<file path="src/rtl/queue_pcount.sv">
// Queue occupancy counter fed by two debounced photocells.
// Front beam arrivals increment, rear beam departures decrement, saturating.
module queue_pcount #(
  parameter int DEBOUNCE_CYCLES = 4,
  parameter int MAX_COUNT       = 7
) (
  input  logic       clk,
  input  logic       rst_n,
  input  logic       sens_front,
  input  logic       sens_rear,
  output logic [2:0] pcount,
  output logic       full,
  output logic       empty,
  output logic       err_full,
  output logic       err_empty
);

  localparam logic [3:0] LP_DB_LAST = 4'(DEBOUNCE_CYCLES - 1);
  localparam logic [2:0] LP_MAX     = 3'(MAX_COUNT);

  logic [1:0] w_raw;
  logic [1:0] r_sync1;
  logic [1:0] r_sync2;
  logic [3:0] r_cnt [2];
  logic [1:0] r_filt;
  logic [1:0] r_prev;
  logic [1:0] w_rise;

  logic       w_arrival;
  logic       w_departure;
  logic [2:0] w_pcount_nxt;
  logic       w_err_full_nxt;
  logic       w_err_empty_nxt;

  logic [2:0] r_pcount;
  logic       r_full;
  logic       r_empty;
  logic       r_err_full;
  logic       r_err_empty;

  assign w_raw = {sens_rear, sens_front};

  // Index 0 is the front (entry) beam, index 1 the rear (exit) beam.
  for (genvar g = 0; g < 2; g++) begin : g_sens
    always_ff @(posedge clk) begin
      if (!rst_n) begin
        r_sync1[g] <= 1'b0;
        r_sync2[g] <= 1'b0;
        r_cnt[g]   <= 4'd0;
        r_filt[g]  <= 1'b0;
        r_prev[g]  <= 1'b0;
      end else begin
        r_sync1[g] <= w_raw[g];
        r_sync2[g] <= r_sync1[g];
        r_prev[g]  <= r_filt[g];
        if (r_sync2[g] == r_filt[g]) begin
          r_cnt[g] <= 4'd0;
        end else if (r_cnt[g] == LP_DB_LAST) begin
          r_filt[g] <= r_sync2[g];
          r_cnt[g]  <= 4'd0;
        end else begin
          r_cnt[g] <= r_cnt[g] + 4'd1;
        end
      end
    end
  end

  assign w_rise      = r_filt & ~r_prev;
  assign w_arrival   = w_rise[0];
  assign w_departure = w_rise[1];

  always_comb begin
    w_pcount_nxt    = r_pcount;
    w_err_full_nxt  = 1'b0;
    w_err_empty_nxt = 1'b0;
    unique case (1'b1)
      w_arrival & ~w_departure: begin
        if (r_pcount == LP_MAX) w_err_full_nxt = 1'b1;
        else                    w_pcount_nxt = r_pcount + 3'd1;
      end
      w_departure & ~w_arrival: begin
        if (r_pcount == 3'd0) w_err_empty_nxt = 1'b1;
        else                  w_pcount_nxt = r_pcount - 3'd1;
      end
      default: ;
    endcase
  end

  // Flags are registered alongside the count so all outputs move together.
  always_ff @(posedge clk) begin
    if (!rst_n) begin
      r_pcount    <= 3'd0;
      r_full      <= 1'b0;
      r_empty     <= 1'b1;
      r_err_full  <= 1'b0;
      r_err_empty <= 1'b0;
    end else begin
      r_pcount    <= w_pcount_nxt;
      r_full      <= (w_pcount_nxt == LP_MAX);
      r_empty     <= (w_pcount_nxt == 3'd0);
      r_err_full  <= w_err_full_nxt;
      r_err_empty <= w_err_empty_nxt;
    end
  end

  assign pcount    = r_pcount;
  assign full      = r_full;
  assign empty     = r_empty;
  assign err_full  = r_err_full;
  assign err_empty = r_err_empty;

endmodule

</file>
<file path="config.mk">
export PLATFORM = sky130hd
export DESIGN_NAME = queue_pcount
export DESIGN_NICKNAME = d
export VERILOG_FILES = /design/src/rtl/queue_pcount.sv
export SDC_FILE = /design/constraint.sdc
export NUM_CORES = 1
export LEC_CHECK = 0
export BUFFER_PORTS_ARGS = -buffer_cell sky130_fd_sc_hd__buf_2
export CAP_MARGIN = 15
export CORE_MARGIN = 2
export CORE_UTILIZATION = 53
export DETAILED_ROUTE_END_ITERATION = 12
export PLACE_DENSITY = 0.77
export SLEW_MARGIN = 20
export SYNTH_ARGS = -nofsm -noshare
export SYNTH_HDL_FRONTEND = slang
export SYNTH_SLANG_ARGS = --single-unit
</file>
<file path="constraint.sdc">
create_clock -name clk -period 3 [get_ports clk]
set_input_delay 0.3 -clock clk [delete_from_list [all_inputs] [get_ports clk]]
set_output_delay 0.3 -clock clk [all_outputs]
set_load 0.01 [all_outputs]
</file>
==> results of run 1 <==
[stage by stage]
step                hold WS, ns  std cells  utilization [%]  instance area (um2)
floorplan                 0.412        111                -                 1080
global placement          0.414        147             60.5                 1160
detailed placement        0.422        147             60.5                 1160
CTS                       0.194        151             61.8                 1190
global route              0.184        151             61.8                 1190
finish                    0.203        151             61.8                 1190
[routing by layer]
| metal | track usage [%] | vias to the layer above |
|---|---|---|
| met5 | 0 | - |
| met4 | 4.29 | 0 |
| met3 | 2.78 | 2 |
| met2 | 25.3 | 15 |
| met1 | 19.4 | 333 |
| li1 | - | 389 |
[worst reg2reg max path, delay by kind of cell, from the launching register on]
family                   cells  cell delay, ns
adder cells (fa/ha/maj)      1            0.34
AND/OR/NAND/NOR              1            0.20
flip-flops                   1            0.38
AO/OA/AOI/OAI                3            0.85
[logic make-up (layout without fill, tap and decap cells)]
| logic type | Yosys count | after routing | share of synthesized area (%) |
|---|---|---|---|
| compound gates | 13 | 13 | 11.0 |
| xor+xnor | 6 | 6 | 4.98 |
| fa+ha+maj | 7 | 7 | 8.29 |
| buf+inv | 10 | 23 | 3.55 |
| flops | 23 | 23 | 51.2 |
| other cells | 1 | 8 | 0.355 |
| simple gates | 44 | 44 | 20.6 |
[final cells by class]
type                       instances  share of cell area, %
timing repair buffer              10                   4.21
clock buffer                       4                   2.21
multi-input combinational         78                   42.4
tap                               27                   2.84
sequential                        23                   45.5
inverter                           9                   2.84
[sequential cells by signal (all words and copies together), names as in the netlist]
register   count
err_full       1
full           1
r_filt         2
r_sync2        2
pcount         3
r_sync1        2
err_empty      1
r_cnt          8
r_prev         2
empty          1
[power groups by stage]
stage / registers (mW) / clock network (mW) / logic, mW
floorplan: 0.340 / 0 / 0.0159
global placement: 0.341 / 0 / 0.0204
detailed placement: 0.342 / 0 / 0.0210
CTS: 0.335 / 0.141 / 0.0213
global route: 0.336 / 0.154 / 0.0244
finish: 0.335 / 0.134 / 0.0211
[cell usage in the layout, fill, tap and decap left out, types with 2 or more instances in the layout]
cell       n
edfxtp_1   8
nor2b_1    3
inv_1      9
conb_1     8
nor2_1    14
xor2_1     4
nand2b_1   2
a21oi_1    2
and2_1     6
nand2_1    8
xnor2_1    2
nand3_1    6
a211oi_1   2
clkbuf_4   3
dfxtp_1   15
ha_1       7
buf_2     10
a311oi_2   2
[final timing paths]
check        startpoint          to  slack [ns]  cells past startpoint
max           r_filt[1]       empty        1.15                      5
min          sens_front  r_sync1[0]        0.20                      2
max reg2reg   r_filt[1]       empty        1.15                      5
min reg2reg  r_sync1[0]  r_sync2[0]        0.45                      1
==> flow_metrics.py, run 1 <==
metrics = {
    "synthesis": {
        "synthTopCellsByCount": "dfxtp_1, nor2_1, inv_1, edfxtp_1, nand2_1",
        "syn_area_um2": 1060,
        "yosysTopAreaCellShare_pct": 28.4,
        "async_reset_ff_share_pct": 0,
        "seq_area_frac_synth_pct": 51.2,
        "synth.area.top_cells": "dfxtp_1, edfxtp_1, ha_1",
        "ys_warn_count": 0,
        "ys_ff_latch": 23,
        "avgSynthCellArea_um2": 10.2,
        "yosysMostFrequentCell": "dfxtp_1",
        "synth_edf_count": 8,
        "dominantRegCellSynth": "dfxtp_1",
        "synthCells": 104,
        "synth_cell_types": 29,
        "yosysTopAreaCell": "dfxtp_1",
    },
    "power": {
        "seqPwrFrac_pct": 68.4,
        "total_power_mw": 0.490,
        "p_comb_share_pct": 4.3,
        "switching_share_pct": 20.3,
        "ir_drop_mv": 0.252,
        "p_switching_mw": 0.0995,
        "power.leakage_nw": 0.519,
        "p_int_mw": 0.390,
        "powerDensity_nw_per_um2": 412,
        "p_clk_share_pct": 27.3,
    },
    "finish": {
        "regArea_um2": 541,
        "fin_nets": 136,
        "drive_gt1_share_pct": 12.9,
        "antenna_cells": 0,
        "syn2layout_area_growth_pct": 12.6,
        "multi_input_area_um2": 504,
        "n_fill_cell": 182,
    },
    "sta": {
        "setup_viol": 0,
        "slew_viol_final": 0,
        "fin_skew_ns": 0.00193,
        "setup_ws_ns": 1.15,
        "finalHoldViolCount": 0,
        "rsz0062_at_grt": "false",
        "tns_ns": 0,
        "finalCritPeriodShare_pct": 61.7,
        "fin_crit_ns": 1.85,
        "timing.fmax_mhz": 540,
    },
    "routing": {
        "met2RoutedLength_um": 770,
        "finalWirelength_mm": 1.56,
        "vias": 739,
        "wl_per_cell_um": 10.3,
        "dr.max_layer_used": "met4",
        "drtAntennaViolNets": 0,
        "drt_iter0_drc": 17,
        "firstDrtPassIters": 4,
        "drc": 0,
        "met3_length_um": 67,
        "wl_met1_um": 720,
        "vias_per_cell": 4.89,
    },
    "setup_path": {
        "critPathTopFamily": "compound AO/OA/AOI/OAI gates",
        "crit_type": "reg -> reg",
        "slowest_stage": "a311oi_2",
        "cp_num_buf_inv": 0,
        "end_kind": "flip-flop",
        "worst_path_most_repeated_cell": "a311oi_2",
        "critPathLaunchType": "flip-flop",
        "cpPeakStageDelay_ns": 0.42,
        "cp.arrival_ns": 2.07,
        "cp.required_ns": 3.22,
        "worst-path-max-fanout": 7,
        "crit_chain": "nor2b_1 -> ha_1 -> a311oi_2 -> o32ai_2 -> a311oi_2",
    },
    "place": {
        "preCtsSetupSlack_ns": 1.17,
        "io_buffers": 10,
        "gp_congestion": 0.769,
        "dp_hpwl_mm": 1.19,
    },
    "clock_tree": {
        "cts_resized": 0,
        "hold_buffers": 0,
        "cts_setup_buffers": 0,
        "cts.path.max_buffers": 2,
        "cts-root-buf": "clkbuf_4",
        "htree_levels": 1,
        "path_clk_slew_ns": 0.11,
        "insertion_delay_ns": 0.29,
        "cts_tree": "done",
        "cts_sinks": 23,
        "cts_buffers": 3,
    },
    "global_route": {
        "grt_usage_pct": 14.9,
        "grt_pass1_wl_mm": 2.78,
        "grt_max_degree": 16,
        "antenna_found_initial": 0,
        "first_global_vias": 655,
        "grt-ovfl-total": 0,
    },
    "die": {
        "die_y_um": 48.6,
        "coreArea_um2": 1920,
        "start_util_pct": 54.9,
        "die_area_um2": 2370,
        "io_pins": 11,
        "die_w_um": 48.6,
        "rows": 16,
    },
    "job": {
        "maxCapViolations": 0,
    },
    "run_status": {
        "status": "completed",
    },
    "worst_hold_path": {
        "hold_path_class": "in -> reg",
    },
}
Note: power is estimated with default switching activity, not from simulation.
==> run 2: changes to the inputs <==
- CORE_UTILIZATION: 53 -> 50
- PLACE_DENSITY: 0.77 -> 0.76
- clock period: 3 -> 1.56 ns (I/O delays scaled with it)
==> run 2 against run 1 <==
  * The run now ends with negative setup slack left
  * Die area is 5.5% higher
  * First-iteration DRC count decreased by 5.9%
  * Worst hold slack worse by 0.16 ns
  * Final cell count rose by 7.9%
  * Count of clock-buffer cells in the layout is the same
  * Maximum frequency up 16%
  * Via count is 9.2% higher
  * Clock skew up 0.0034 ns
  * Final area rose by 18%
  * Utilization up 8.7 points
  * Global-route usage increased by 2.6 points
==> flow_metrics.py, run 2 (synthesized netlist as in run 1, its figures left out) <==
metrics = {
    "setup_path": {
        "critPathLaunchType": "flip-flop",
        "ff2ff_setup_slack_ns": -0.04,
        "worst-r2r-cell-count": 6,
        "cp.required_ns": 1.79,
        "crit_end": "empty",
        "timing.rr.end": "empty",
        "r2r_start": "r_filt[1]",
        "end_kind": "flip-flop",
        "crit_type": "reg -> reg",
        "cp-startpoint": "r_filt[1]",
        "worst-path-max-fanout": 6,
        "cp.arrival_ns": 1.83,
    },
    "routing": {
        "met2RoutedLength_um": 953,
        "vias_per_cell": 4.95,
        "wl_met1_um": 945,
        "drc": 0,
        "dr.max_layer_used": "met4",
        "wl_per_cell_um": 12.0,
        "vias": 807,
        "drt_iter0_drc": 16,
        "finalWirelength_mm": 1.96,
        "met3_length_um": 51,
        "firstDrtPassIters": 4,
        "drtAntennaViolNets": 0,
    },
    "clock_tree": {
        "hold_buffers": 0,
        "cts_sinks": 23,
        "insertion_delay_ns": 0.31,
        "cts_tree": "done",
        "cts-root-buf": "clkbuf_4",
        "path_clk_slew_ns": 0.12,
        "cts.path.max_buffers": 2,
        "cts_buffers": 3,
        "htree_levels": 1,
    },
    "sta": {
        "finalHoldViolCount": 0,
        "timing.fmax_mhz": 626,
        "hold_slack_ns": 0.0429,
        "fin_crit_ns": 1.60,
        "slew_viol_final": 0,
        "rsz0062_at_grt": "true",
        "fin_skew_ns": 0.00529,
        "finalCritPeriodShare_pct": 102,
        "setup_ws_ns": -0.0371,
        "setup_viol": 2,
    },
    "finish": {
        "antenna_cells": 0,
        "drive_gt1_share_pct": 33.1,
        "instances_no_fill": 163,
        "fin_nets": 148,
        "syn2layout_area_growth_pct": 32.3,
        "mostFrequentLayoutCells": "nor2_1, dfxtp_1, buf_4",
        "fin_area_um2": 1400,
        "final_common_cell": "nor2_1",
        "top_register": "r_cnt",
        "largest_reg_flops": 8,
    },
    "place": {
        "preCtsSetupSlack_ns": -0.107,
        "placedCellCount": 158,
        "io_buffers": 10,
        "placed_area_um2": 1300,
        "gp_congestion": 0.850,
        "dp_hpwl_mm": 1.43,
    },
    "run_status": {
        "violations": "negative setup slack",
        "status": "finished with violations",
    },
    "power": {
        "power.leakage_nw": 0.596,
        "total_power_mw": 0.957,
        "ir_drop_mv": 0.513,
        "powerDensity_nw_per_um2": 685,
    },
    "global_route": {
        "antenna_found_initial": 0,
        "grt_pass1_wl_mm": 3.24,
        "first_global_vias": 787,
        "grt-ovfl-total": 0,
        "grt_max_degree": 15,
        "grt_usage_pct": 17.5,
    },
    "die": {
        "die_y_um": 50.0,
        "start_util_pct": 53.3,
        "die_w_um": 50.0,
        "io_pins": 11,
        "coreArea_um2": 1980,
        "rows": 16,
        "die_area_um2": 2500,
    },
    "job": {
        "maxCapViolations": 0,
    },
    "worst_hold_path": {
        "hold_path_class": "in -> reg",
        "hp-start": "sens_front",
    },
}
## run 2: cell count changes in the layout (fill, tap and decap cells not counted), moves of 2 or more
cell and delta:
nor2b_1 -2, dfxtp_2 +3, ha_1 -3, buf_4 +11
dfxtp_1 -4, a311oi_4 +2, ha_4 +2
## run 2: layer usage
metal | up-vias | track usage (%)
met2 | 14 | 30.0
met4 | 0 | 7.41
li1 | 413 | -
met1 | 378 | 20.5
met3 | 2 | 4.55
met5 | - | 0
## run 2: through the flow
step                      util (%)  setup TNS, ns
after floorplan                  -              0
final                         70.5        -0.0548
after global routing          70.5         -0.378
after global placement        65.5        -0.0127
after detailed placement      65.5         -0.194
after CTS                     67.5         -0.112
## run 2: cell type report
cell class                 count  area (um2)
multi-input combinational     78         612
fill                         141         584
sequential                    23         548
timing repair buffer          22         144
inverter                       9        33.8
tap                           27        33.8
clock buffer                   4        26.3
## run 2: power by group
part           leakage, nW  internal [mW]  total (mW)  switching (mW)
Sequential           0.207          0.633       0.642         0.00958
Combinational        0.374         0.0207      0.0474          0.0267
Clock               0.0150         0.0998       0.267           0.168
## run 2: critical path: stages (launching register included)
cell and delay (ns):
dfxtp_2 0.34, nor2b_4 0.13, ha_4 0.33, nor2b_1 0.06
o21ai_0 0.32, o21ai_4 0.11, a311oi_2 0.24
## run 2: timing repair
action,CTS,global route
pin swaps,4,4
buffers inserted,1,0
setup endpoints to repair,3,4
gates resized for setup,2,9
## run 2: worst min-delay path by stage
stage / to / slack (ns) / cells past startpoint
after global routing: r_sync1[0] / 0.03 / 2
final: r_sync1[0] / 0.04 / 2
after global placement: r_sync1[1] / 0.36 / 2
after CTS: r_sync1[0] / 0.03 / 2
after detailed placement: r_sync1[0] / 0.36 / 2
after floorplan: r_sync1[0] / 0.28 / 1
